## config.mk

```make
export PLATFORM = sky130hd
export DESIGN_NAME = biriscv_fetch_queue
export DESIGN_NICKNAME = d
export VERILOG_FILES = /design/src/rtl/biriscv_fetch_queue.sv
export SDC_FILE = /design/constraint.sdc
export NUM_CORES = 1
export LEC_CHECK = 0
export BUFFER_PORTS_ARGS = -buffer_cell sky130_fd_sc_hd__buf_2
export CORE_MARGIN = 5
export CORE_UTILIZATION = 25
export DETAILED_ROUTE_END_ITERATION = 12
export PLACE_DENSITY = 0.41
export SYNTH_ARGS = -nofsm -noshare
export SYNTH_HDL_FRONTEND = slang
export SYNTH_SLANG_ARGS = --single-unit
export TNS_END_PERCENT = 10
```

## constraint.sdc

```tcl
create_clock -name clk_i -period 13 [get_ports clk_i]
set_clock_uncertainty 0.2 [all_clocks]
set_input_delay 0.65 -clock clk_i [delete_from_list [all_inputs] [get_ports clk_i]]
set_output_delay 0.65 -clock clk_i [all_outputs]
set_load 0.005 [all_outputs]
```

## src/rtl/biriscv_fetch_queue.sv

```systemverilog
// Fetch-to-issue instruction queue: unpacks fetch beats into per-instruction
// entries in a circular buffer and presents up to ISSUE_WIDTH in-order lanes.
module biriscv_fetch_queue #(
    parameter int FETCH_WIDTH = 2,
    parameter int ISSUE_WIDTH = 2,
    parameter int DEPTH       = 8,
    parameter int DEPTH_W     = 3
) (
    input  logic                       clk_i,
    input  logic                       rst_ni,
    input  logic                       flush_i,
    input  logic                       fetch_valid_i,
    output logic                       fetch_accept_o,
    input  logic [32*FETCH_WIDTH-1:0]  fetch_instr_i,
    input  logic [31:0]                fetch_pc_i,
    input  logic [FETCH_WIDTH-1:0]     fetch_pred_branch_i,
    input  logic                       fetch_fault_fetch_i,
    input  logic                       fetch_fault_page_i,
    output logic [ISSUE_WIDTH-1:0]     out_valid_o,
    output logic [32*ISSUE_WIDTH-1:0]  out_instr_o,
    output logic [32*ISSUE_WIDTH-1:0]  out_pc_o,
    output logic [ISSUE_WIDTH-1:0]     out_fault_fetch_o,
    output logic [ISSUE_WIDTH-1:0]     out_fault_page_o,
    output logic [ISSUE_WIDTH-1:0]     out_pred_branch_o,
    input  logic [ISSUE_WIDTH-1:0]     out_accept_i,
    output logic [DEPTH_W:0]           level_o
);
    localparam int SLOT_W = (FETCH_WIDTH > 1) ? $clog2(FETCH_WIDTH) : 1;
    localparam int CNT_W  = DEPTH_W + 1;

    logic [31:0]        mem_instr [DEPTH];
    logic [31:0]        mem_pc    [DEPTH];
    logic [DEPTH-1:0]   mem_fault_fetch;
    logic [DEPTH-1:0]   mem_fault_page;
    logic [DEPTH-1:0]   mem_pred;

    logic [DEPTH_W-1:0] rd_ptr;
    logic [DEPTH_W-1:0] wr_ptr;
    logic [CNT_W-1:0]   count;
    logic [CNT_W-1:0]   n_push;
    logic [CNT_W-1:0]   n_pop;
    logic [SLOT_W-1:0]  start_slot;
    logic [31:0]        pc_base;
    logic               is_fault;
    logic               push;

    logic [31:0]            ent_instr [FETCH_WIDTH];
    logic [31:0]            ent_pc    [FETCH_WIDTH];
    logic [FETCH_WIDTH-1:0] ent_pred;

    generate
        if (FETCH_WIDTH > 1) begin : g_slot
            assign start_slot = fetch_pc_i[SLOT_W+1:2];
        end else begin : g_slot_single
            assign start_slot = '0;
        end
    endgenerate

    assign pc_base        = fetch_pc_i & ~32'(FETCH_WIDTH*4 - 1);
    assign is_fault       = fetch_fault_fetch_i | fetch_fault_page_i;
    assign fetch_accept_o = (count <= CNT_W'(DEPTH - FETCH_WIDTH));
    assign push           = fetch_valid_i & fetch_accept_o & ~flush_i;
    assign level_o        = count;

    // Kept slots are contiguous from start_slot, so entry j is slot start_slot+j.
    always_comb begin
        logic stop;
        logic [SLOT_W-1:0] slot;
        stop   = 1'b0;
        n_push = '0;
        slot   = '0;
        for (int k = 0; k < FETCH_WIDTH; k++) begin
            if (!stop && (k >= int'(start_slot))) begin
                n_push = n_push + CNT_W'(1);
                stop   = fetch_pred_branch_i[k];
            end
        end
        if (is_fault)
            n_push = CNT_W'(1);
        for (int j = 0; j < FETCH_WIDTH; j++) begin
            slot         = start_slot + SLOT_W'(j);
            ent_instr[j] = is_fault ? 32'h0 : fetch_instr_i[32*slot +: 32];
            ent_pc[j]    = pc_base | {{(30-SLOT_W){1'b0}}, slot, 2'b00};
            ent_pred[j]  = is_fault ? 1'b0 : fetch_pred_branch_i[slot];
        end
    end

    always_comb begin
        logic [DEPTH_W-1:0] idx;
        out_valid_o       = '0;
        out_instr_o       = '0;
        out_pc_o          = '0;
        out_fault_fetch_o = '0;
        out_fault_page_o  = '0;
        out_pred_branch_o = '0;
        idx               = '0;
        for (int k = 0; k < ISSUE_WIDTH; k++) begin
            idx                     = rd_ptr + DEPTH_W'(k);
            out_valid_o[k]          = (CNT_W'(k) < count) && !flush_i;
            out_instr_o[32*k +: 32] = mem_instr[idx];
            out_pc_o[32*k +: 32]    = mem_pc[idx];
            out_fault_fetch_o[k]    = mem_fault_fetch[idx];
            out_fault_page_o[k]     = mem_fault_page[idx];
            out_pred_branch_o[k]    = mem_pred[idx];
        end
    end

    // Only an unbroken run of accepted lanes from lane 0 is consumed.
    always_comb begin
        logic run;
        run   = 1'b1;
        n_pop = '0;
        for (int k = 0; k < ISSUE_WIDTH; k++) begin
            run = run & out_valid_o[k] & out_accept_i[k];
            if (run)
                n_pop = n_pop + CNT_W'(1);
        end
    end

    always_ff @(posedge clk_i or negedge rst_ni) begin
        if (!rst_ni) begin
            rd_ptr <= '0;
            wr_ptr <= '0;
            count  <= '0;
        end else if (flush_i) begin
            rd_ptr <= wr_ptr;
            count  <= '0;
        end else begin
            rd_ptr <= rd_ptr + DEPTH_W'(n_pop);
            if (push)
                wr_ptr <= wr_ptr + DEPTH_W'(n_push);
            count <= count + (push ? n_push : CNT_W'(0)) - n_pop;
        end
    end

    always_ff @(posedge clk_i) begin
        if (push) begin
            for (int j = 0; j < FETCH_WIDTH; j++) begin
                if (CNT_W'(j) < n_push) begin
                    mem_instr[wr_ptr + DEPTH_W'(j)]       <= ent_instr[j];
                    mem_pc[wr_ptr + DEPTH_W'(j)]          <= ent_pc[j];
                    mem_fault_fetch[wr_ptr + DEPTH_W'(j)] <= fetch_fault_fetch_i;
                    mem_fault_page[wr_ptr + DEPTH_W'(j)]  <= fetch_fault_page_i;
                    mem_pred[wr_ptr + DEPTH_W'(j)]        <= ent_pred[j];
                end
            end
        end
    end
endmodule
```

== Yosys cells after proc, flatten, opt, wreduce, memory -nomap -nowiden ==
Memories as Yosys holds them, arrays and structs flattened.
Cells that the tools add are included.
Operators by class
  reductions and logical operators: 6
  bitwise gates (word level): 9
  magnitude comparators: 14
  shift operators: 2
  add/subtract/negate cells: 9
  muxes and demuxes: 54
Operator list (number)
  $shiftx A64 B7 Y32: 2
  $mux W8: 9
  $mux W32: 2
  $or A32 B3 Y32: 2
  $bwmux W8: 6
  $mux W1: 23
  $mux W4: 5
  $bmux W1 S3: 6
  $lt A1 B4 Y1 const A: 4
  $lt A3 B4 Y1 const B: 4
  $add A3 B1 Y3 const B: 2
  $add A3 B3 Y3: 2
  $demux W1 S3: 2
  $ge A3 B1 Y1 const B: 2
  $and A1 B1 Y1: 5
  $add A4 B1 Y4 const B: 1
  $add A4 B4 Y4: 1
  $le A4 B3 Y1 const B: 1
  $logic_and A1 B1 Y1: 4
  $lt A1 B2 Y1 const B: 2
  $sub A4 B4 Y4: 1
  $mux W3: 1
  $add A1 B1 Y2 const B: 1
  $reduce_and A2 Y1: 1
  5 further kinds: 5
Storage, ports and cells
  memories: 2
  bits of input ports: 106
  word-level logic and storage cells: 102
  memory bits (writable): 512
  register bits after elaboration: 34
Memory list
  mem_instr: depth 8, bits a word 32, read ports 2, clocked after Yosys merged registers in 0, wr ports 2, line 31  | logic [31:0] mem_instr [DEPTH];
  mem_pc: depth 8, bits a word 32, read ports 2, clocked after Yosys merged registers in 0, wr ports 2, line 32  | logic [31:0] mem_pc [DEPTH];

== Longest topological paths before layout ==
Gate-level depths: netlist of run 1.
  depth in word-level cells: 10
  depth in mapped cells: 14
  gate-level depth less buffers: 13

== Worst setup path after synthesis of run 1 ==
No wires, ideal clock.
  path type: input-to-reg
  from: input port fetch_pc_i[2]
  to: memory mem_instr[2][0] (enable)
  required time: 12.318 ns
  slack: 7.941 ns
  cell stages on the path: 6
  arrival: 4.377 ns
  buffers on the path: 1
  cells stage by stage: buf_6 > nor4_4 > inv_2 > nor3_1 > nor2_1 > nor2_1
RTL lines
  start: declaration: line 15  | input logic [31:0] fetch_pc_i,
  end: declaration: line 31

== Worst setup path in the final report of run 1 ==
  from: register rd_ptr[0]
  to: output port out_pc_o[48]
On the way
  word-level cells in the longest chain between the ends: 2
RTL lines
  start: declaration: line 37  | logic [DEPTH_W-1:0] rd_ptr;
  start signal: assignment: line 126  | rd_ptr <= wr_ptr;
  start signal: assignment: line 129  | rd_ptr <= rd_ptr + DEPTH_W'(n_pop);
  $add A3 B1 Y3: line 98  | idx = rd_ptr + DEPTH_W'(k);
  $mem_v2 Z8 W32
  end: declaration: line 21  | output logic [32*ISSUE_WIDTH-1:0] out_pc_o,
No other way between the ends.

==> impl_metrics.env, run 1 <==
export IMPL_avgViaCountPerCell=4.84
export IMPL_power_uw=7340
export IMPL_dieWidth_um=347
export IMPL_cts_buffers=68
export IMPL_portBuffers=240
export IMPL_ir_worst_vdd_uv=157
export IMPL_async_flop_share_pct=1.89
export IMPL_die_y_um=347
export IMPL_synthFlopType="edfxtp_1"
export IMPL_layout_min_cycle_time_ns=4.98
export IMPL_grtUsageMet3_pct=3.46
export IMPL_yosys_warnings=0
export IMPL_antenna_left=0
export IMPL_start_util_pct=25.2
export IMPL_clkTransAtPathRegs_ns=0.06
export IMPL_dpl_hpwl_um=52000
export IMPL_fill_cells=11191
export IMPL_seq_area_frac_synth_pct=55.8
export IMPL_fp_row_count=123
export IMPL_post_route_period_util_pct=38.3
export IMPL_cts_htree_levels=3
export IMPL_wire_per_inst_um=27.0
export IMPL_root_buffer="clkbuf_16"
export IMPL_cts_resized=0
export IMPL_status="finished clean"
export IMPL_p_leak_uw=0.0114
export IMPL_slew_viol_final=0
export IMPL_cp_end_kind="output port"
export IMPL_final_nets=1949
export IMPL_place_congestion=0.704
export IMPL_slew_headroom_pct=27.2
export IMPL_grt_start_max_net_pins=96
export IMPL_drive_gt1_share_pct=46.2
export IMPL_clock_path_buffers=3
export IMPL_rsz0062_at_grt="false"
export IMPL_use_met2_pct=26.0
export IMPL_synth_seq_cells=530
export IMPL_worstPathCellList="ha_4 -> buf_4 -> mux4_2 -> mux2_2 -> buf_2"
export IMPL_required_ns=12.15
export IMPL_drv_cap=0
export IMPL_drc=0
export IMPL_grt_busiest_layer="met2"
export IMPL_power_density_mw_per_mm2=218
export IMPL_use_met1_pct=18.7
export IMPL_gr_total_overflow=0
export IMPL_setup_viol_count_final=0
export IMPL_cp_start_kind="flip-flop"
export IMPL_synth_enable_flop_cells=520
export IMPL_first_pass_iters=5
export IMPL_core_area_mm2=0.113
export IMPL_grt_pass1_wl_um=130000
export IMPL_grt_antenna_before_repair=9
export IMPL_critical_path_top_delay_family="adder cells"
export IMPL_crit_path_top_delay_cell="ha_4"
export IMPL_seq_area_mm2=0.0159
export IMPL_hold_path_class="input port to flip-flop"
export IMPL_worstSetupPathType="flip-flop to output port"
export IMPL_wl_um=91500
export IMPL_cts_tree="yes"
export IMPL_grt_pass1_vias=17846
export IMPL_critPathBufInv=2
export IMPL_vias=16377
export IMPL_clock_latency_ns=0.63
export IMPL_track_usage_pct=14.8
export IMPL_tns_ns=0
export IMPL_area_growth_syn_to_layout_pct=18.2
export IMPL_syn_inst=1602
export IMPL_timing_hold_violations_final=0
export IMPL_ys_types=40
export IMPL_synthesis_area_mm2=0.0285
export IMPL_clkSinkCount=530
export IMPL_arrival_ns=4.13
export IMPL_worstMarginPinSlew_ns=1.09
export IMPL_max_stage_delay_ns=0.97
export IMPL_drt_initial_drc_count=861
export IMPL_die_area_mm2=0.121
export IMPL_max_freq_mhz=201
export IMPL_ios=247
export IMPL_crit_fanout=50
export IMPL_multi_input_area_mm2=0.0121
export IMPL_syn_avg_cell_area_um2=17.8
-- per-layer routing --
layer,vias to the layer above,share of wire (%)
li1,7083,-
met1,8801,42
met2,383,51
met3,108,5.3
met4,2,1.9
met5,-,0.013
-- flip-flops by register name (all words and copies together) (netlist names) --
name and count:
mem_fault_page 8, mem_instr 256, mem_fault_fetch 8, mem_pred 8
level_o 4, rd_ptr 3, mem_pc 240, wr_ptr 3
-- worst paths after layout --
check | end | start | slack [ns] | cells past startpoint
worst max-delay path | out_pc_o[48] | rd_ptr[0] | 8.02 | 5
worst min-delay path | mem_pc[3][29] | fetch_pc_i[29] | 0.09 | 1
worst max register to register | mem_instr[2][11] | wr_ptr[0] | 8.62 | 7
worst min register to register | mem_fault_fetch[5] | mem_fault_fetch[5] | 0.41 | 1
max in group asynchronous | rd_ptr[1] | rst_ni | 12.13 | 2
min in group asynchronous | level_o[3] | rst_ni | 0.23 | 2
-- power by group --
| group | total [uW] | switching [uW] | internal, uW |
|---|---|---|---|
| Clock | 1880 | 753 | 1120 |
| Sequential | 2140 | 115 | 2030 |
| Combinational | 3310 | 1660 | 1650 |
| Total | 7340 | 2530 | 4810 |
-- kinds of logic (layout without fill, tap and decap cells) --
family	count (synthesis)	after routing	share of synthesized area (%)
muxes	737	737	38.3
DFF	530	530	55.8
and+or+nand+nor	147	147	2.32
buffers and inverters	139	414	2.12
AOI/OAI and AO/OA	26	26	0.497
adders and majority gates	15	15	0.765
xor gates and xnor gates	7	7	0.215
other	1	9	0.0132
-- through the flow --
step	hold WS [ns]	area (um2)	std cells	util, %	setup WS (ns)
floorplan	0.154	28500	1605	-	7.94
detailed placement	0.336	31400	3257	27.9	8.08
CTS	0.0296	33600	3380	29.8	7.84
global route	0.0497	33600	3380	29.8	7.73
global placement	0.337	31400	3257	27.9	8.12
finish	0.0885	33600	3385	29.8	8.02
-- synthesized netlist by cell type, types with 4 or more instances --
library cell | instances | share of area [%]
a21oi_1 | 11 | 0.19
and2_1 | 6 | 0.13
buf_1 | 27 | 0.36
buf_2 | 24 | 0.42
buf_4 | 4 | 0.11
buf_6 | 5 | 0.20
clkbuf_1 | 67 | 0.88
dfrtp_1 | 10 | 0.88
edfxtp_1 | 520 | 55
fa_1 | 4 | 0.28
ha_1 | 11 | 0.48
inv_1 | 11 | 0.15
mux2_2 | 214 | 8.5
mux2i_1 | 263 | 9.3
mux4_2 | 260 | 21
nand2_1 | 79 | 1.0
nand3_1 | 6 | 0.11
nor2_1 | 30 | 0.40
nor2b_1 | 5 | 0.11
nor3_1 | 7 | 0.12
o21ai_0 | 9 | 0.16
xnor2_1 | 4 | 0.12
-- repair_timing --
action	4_1_cts	5_1_grt
hold buffers	1	0
hold endpoints to repair	10	0
buffers inserted	0	0
-- placed cells by master (no fill, tap or decap), types with 17 or more instances in the layout --
master     count
clkbuf_16     70
mux2i_1      263
nor2_1        17
edfxtp_1     520
mux2_2       214
buf_4         39
mux4_2       260
nand2_1       78
buf_2        239
-- layout make-up --
cell class              instances  area share, %
diodes                          5         0.0372
clock buffers                  86           5.39
clock inverters                36           1.07
inverters                      12          0.134
multi-input cells             936           36.1
flip-flops and latches        530           47.2
well taps                    1500           5.58
repair buffers                280           4.52
Note: power is estimated with default switching activity, not from simulation.
==> run 2, diff against run 1 <==
--- a/config.mk
+++ b/config.mk
@@ -9,7 +9,7 @@
 export CORE_MARGIN = 5
 export CORE_UTILIZATION = 25
 export DETAILED_ROUTE_END_ITERATION = 12
-export PLACE_DENSITY = 0.41
+export PLACE_DENSITY = 0.42
 export SYNTH_ARGS = -nofsm -noshare
 export SYNTH_HDL_FRONTEND = slang
 export SYNTH_SLANG_ARGS = --single-unit
==> constraint.sdc (replaced) <==
create_clock -name clk_i -period 4.3 [get_ports clk_i]
set_clock_uncertainty 0.2 [all_clocks]
set_input_delay 0.215 -clock clk_i [delete_from_list [all_inputs] [get_ports clk_i]]
set_output_delay 0.215 -clock clk_i [all_outputs]
set_load 0.005 [all_outputs]
==> run 2 against run 1 <==
  * Sequential share of layout area is 0.93 points lower
  * Hold slack got worse by 0.020 ns
  * Wire length is 1.9% lower
  * Combinational power rose to 3.1 times the previous value
  * Count of clock-buffer cells in the layout is 2 lower
  * Critical path depth unchanged
  * Global-route usage shrank 0.20 points
  * Via count up 0.46%
  * Die area is the same
  * Non-clock buffer count is 47 higher
  * Highest routed layer unchanged
==> impl_metrics.env, run 2 (synthesis gave the netlist of run 1 again) <==
export IMPL_place_congestion=0.733
export IMPL_cts_setup_buffers=0
export IMPL_layout_commonest_cell="edfxtp_1"
export IMPL_reg_top3="mem_instr (256), mem_pc (240)"
export IMPL_final_cell_mix="edfxtp_1, mux2i_1, mux4_2, buf_2, mux2_2"
export IMPL_area_growth_syn_to_layout_pct=20.6
export IMPL_setup_viol_count_final=0
export IMPL_arrival_ns=3.22
export IMPL_final_nets=1998
export IMPL_crit_fanout=98
export IMPL_start_util_pct=25.2
export IMPL_critPathLaunch="rd_ptr[0]"
export IMPL_clkSinkCount=530
export IMPL_layout_min_cycle_time_ns=3.64
export IMPL_required_ns=3.88
export IMPL_hold_slack_ns=0.0681
export IMPL_die_area_mm2=0.121
export IMPL_drt_initial_drc_count=845
export IMPL_clock_path_buffers=3
export IMPL_fp_row_count=123
export IMPL_first_pass_iters=5
export IMPL_drv_cap=0
export IMPL_die_y_um=347
export IMPL_rsz0062_at_grt="false"
export IMPL_slew_viol_final=0
export IMPL_drive_gt1_share_pct=46.0
export IMPL_dpl_hpwl_um=52500
export IMPL_grt_pass1_vias=18210
export IMPL_hold_depth=4
export IMPL_ios=247
export IMPL_gr_total_overflow=0
export IMPL_cts_buffers=70
export IMPL_wl_um=89800
export IMPL_antenna_left=0
export IMPL_track_usage_pct=14.6
export IMPL_cts_tree="yes"
export IMPL_p_leak_uw=0.0116
export IMPL_crit_path_top_delay_cell="mux4_2"
export IMPL_slew_headroom_pct=36.8
export IMPL_worstHoldStart="fetch_instr_i[25]"
export IMPL_post_route_period_util_pct=84.6
export IMPL_grt_pass1_wl_um=129000
export IMPL_drc=0
export IMPL_clock_latency_ns=0.60
export IMPL_worstSetupPathType="flip-flop to output port"
export IMPL_timing_hold_violations_final=0
export IMPL_max_freq_mhz=275
export IMPL_worstMarginPinSlew_ns=0.946
export IMPL_post_place_ws_ns=1.02
export IMPL_antennaDiodeCount=0
export IMPL_clkTransAtPathRegs_ns=0.05
export IMPL_grt_start_max_net_pins=99
export IMPL_root_buffer="clkbuf_16"
export IMPL_grt_antenna_before_repair=1
export IMPL_hold_path_class="input port to flip-flop"
export IMPL_dieWidth_um=347
export IMPL_core_area_mm2=0.113
export IMPL_cp_end_kind="output port"
export IMPL_worstPathCellList="buf_4 -> buf_12 -> mux4_2 -> mux2_2 -> buf_2"
export IMPL_regMostFlops="mem_instr"
export IMPL_portBuffers=240
export IMPL_cp_start_kind="flip-flop"
export IMPL_status="finished clean"
export IMPL_ir_worst_vdd_uv=582
export IMPL_wire_per_inst_um=26.2
export IMPL_hold_end="mem_instr[0][25]"
export IMPL_vias=16453
export IMPL_r2r_start="wr_ptr[1]"
export IMPL_cts_htree_levels=3
export IMPL_max_stage_delay_ns=0.60
export IMPL_setup_ws_ns=0.661
export IMPL_r2r_cells=6
export IMPL_r2r_slack_ns=1.04
export IMPL_power_density_mw_per_mm2=647
export IMPL_largest_reg_flops=256
export IMPL_avgViaCountPerCell=4.80
export IMPL_r2r_end="mem_instr[5][10]"
## run 2: final cells by class
| type | count | area (um2) |
|---|---|---|
| inverters | 12 | 45.0 |
| repair buffers | 327 | 2250 |
| multi-input cells | 936 | 12100 |
| well taps | 1500 | 1880 |
| clock inverters | 37 | 265 |
| flip-flops and latches | 530 | 15900 |
| fillers | 11125 | 78500 |
| clock buffers | 84 | 1870 |
## run 2: worst max-delay path by stage
stage	to	slack [ns]	cells past startpoint
2_1_floorplan	mem_instr[7][0]	-0.36	5
3_3_place_gp	mem_instr[6][12]	1.05	7
3_5_place_dp	mem_instr[5][12]	1.02	6
4_1_cts	out_pc_o[46]	0.57	5
5_1_grt	out_instr_o[42]	0.49	5
6_report	out_instr_o[42]	0.66	5
## run 2: critical path, delay by kind of cell, from the launching register on
kind	cells	cell delay, ns
buffers and inverters	3	1.07
DFF	1	0.44
muxes	2	0.92
## run 2: stage by stage
stage / TNS (ns) / power, uW / utilization [%] / std cells / area, um2
2_1_floorplan: -111.27 / 12900 / - / 1605 / 28500
3_3_place_gp: 0 / 17100 / 28.2 / 3269 / 31800
3_5_place_dp: 0 / 17100 / 28.2 / 3269 / 31800
4_1_cts: 0 / 22800 / 30.4 / 3426 / 34300
5_1_grt: 0 / 23500 / 30.4 / 3426 / 34300
6_report: 0 / 22200 / 30.4 / 3426 / 34300
## run 2: power breakdown
| part | total [uW] | switching [uW] | internal [uW] |
|---|---|---|---|
| combinational | 10300 | 5140 | 5160 |
| clock | 5500 | 2240 | 3260 |
| sequential | 6400 | 266 | 6130 |
## run 2: layer usage
layer  global-route usage [%]  vias to the layer above  routed length, um
li1                         -                     7172                  -
met1                     18.2                     8759              37200
met2                     26.3                      414              46100
met3                     3.21                      106               4910
met4                     3.09                        2               1700
met5                        0                        -                 13
## run 2: repair_timing
| item | 4_1_cts | 5_1_grt |
|---|---|---|
| hold endpoints to repair | 266 | 0 |
| hold buffers | 36 | 0 |
| gates resized for setup | 0 | 0 |
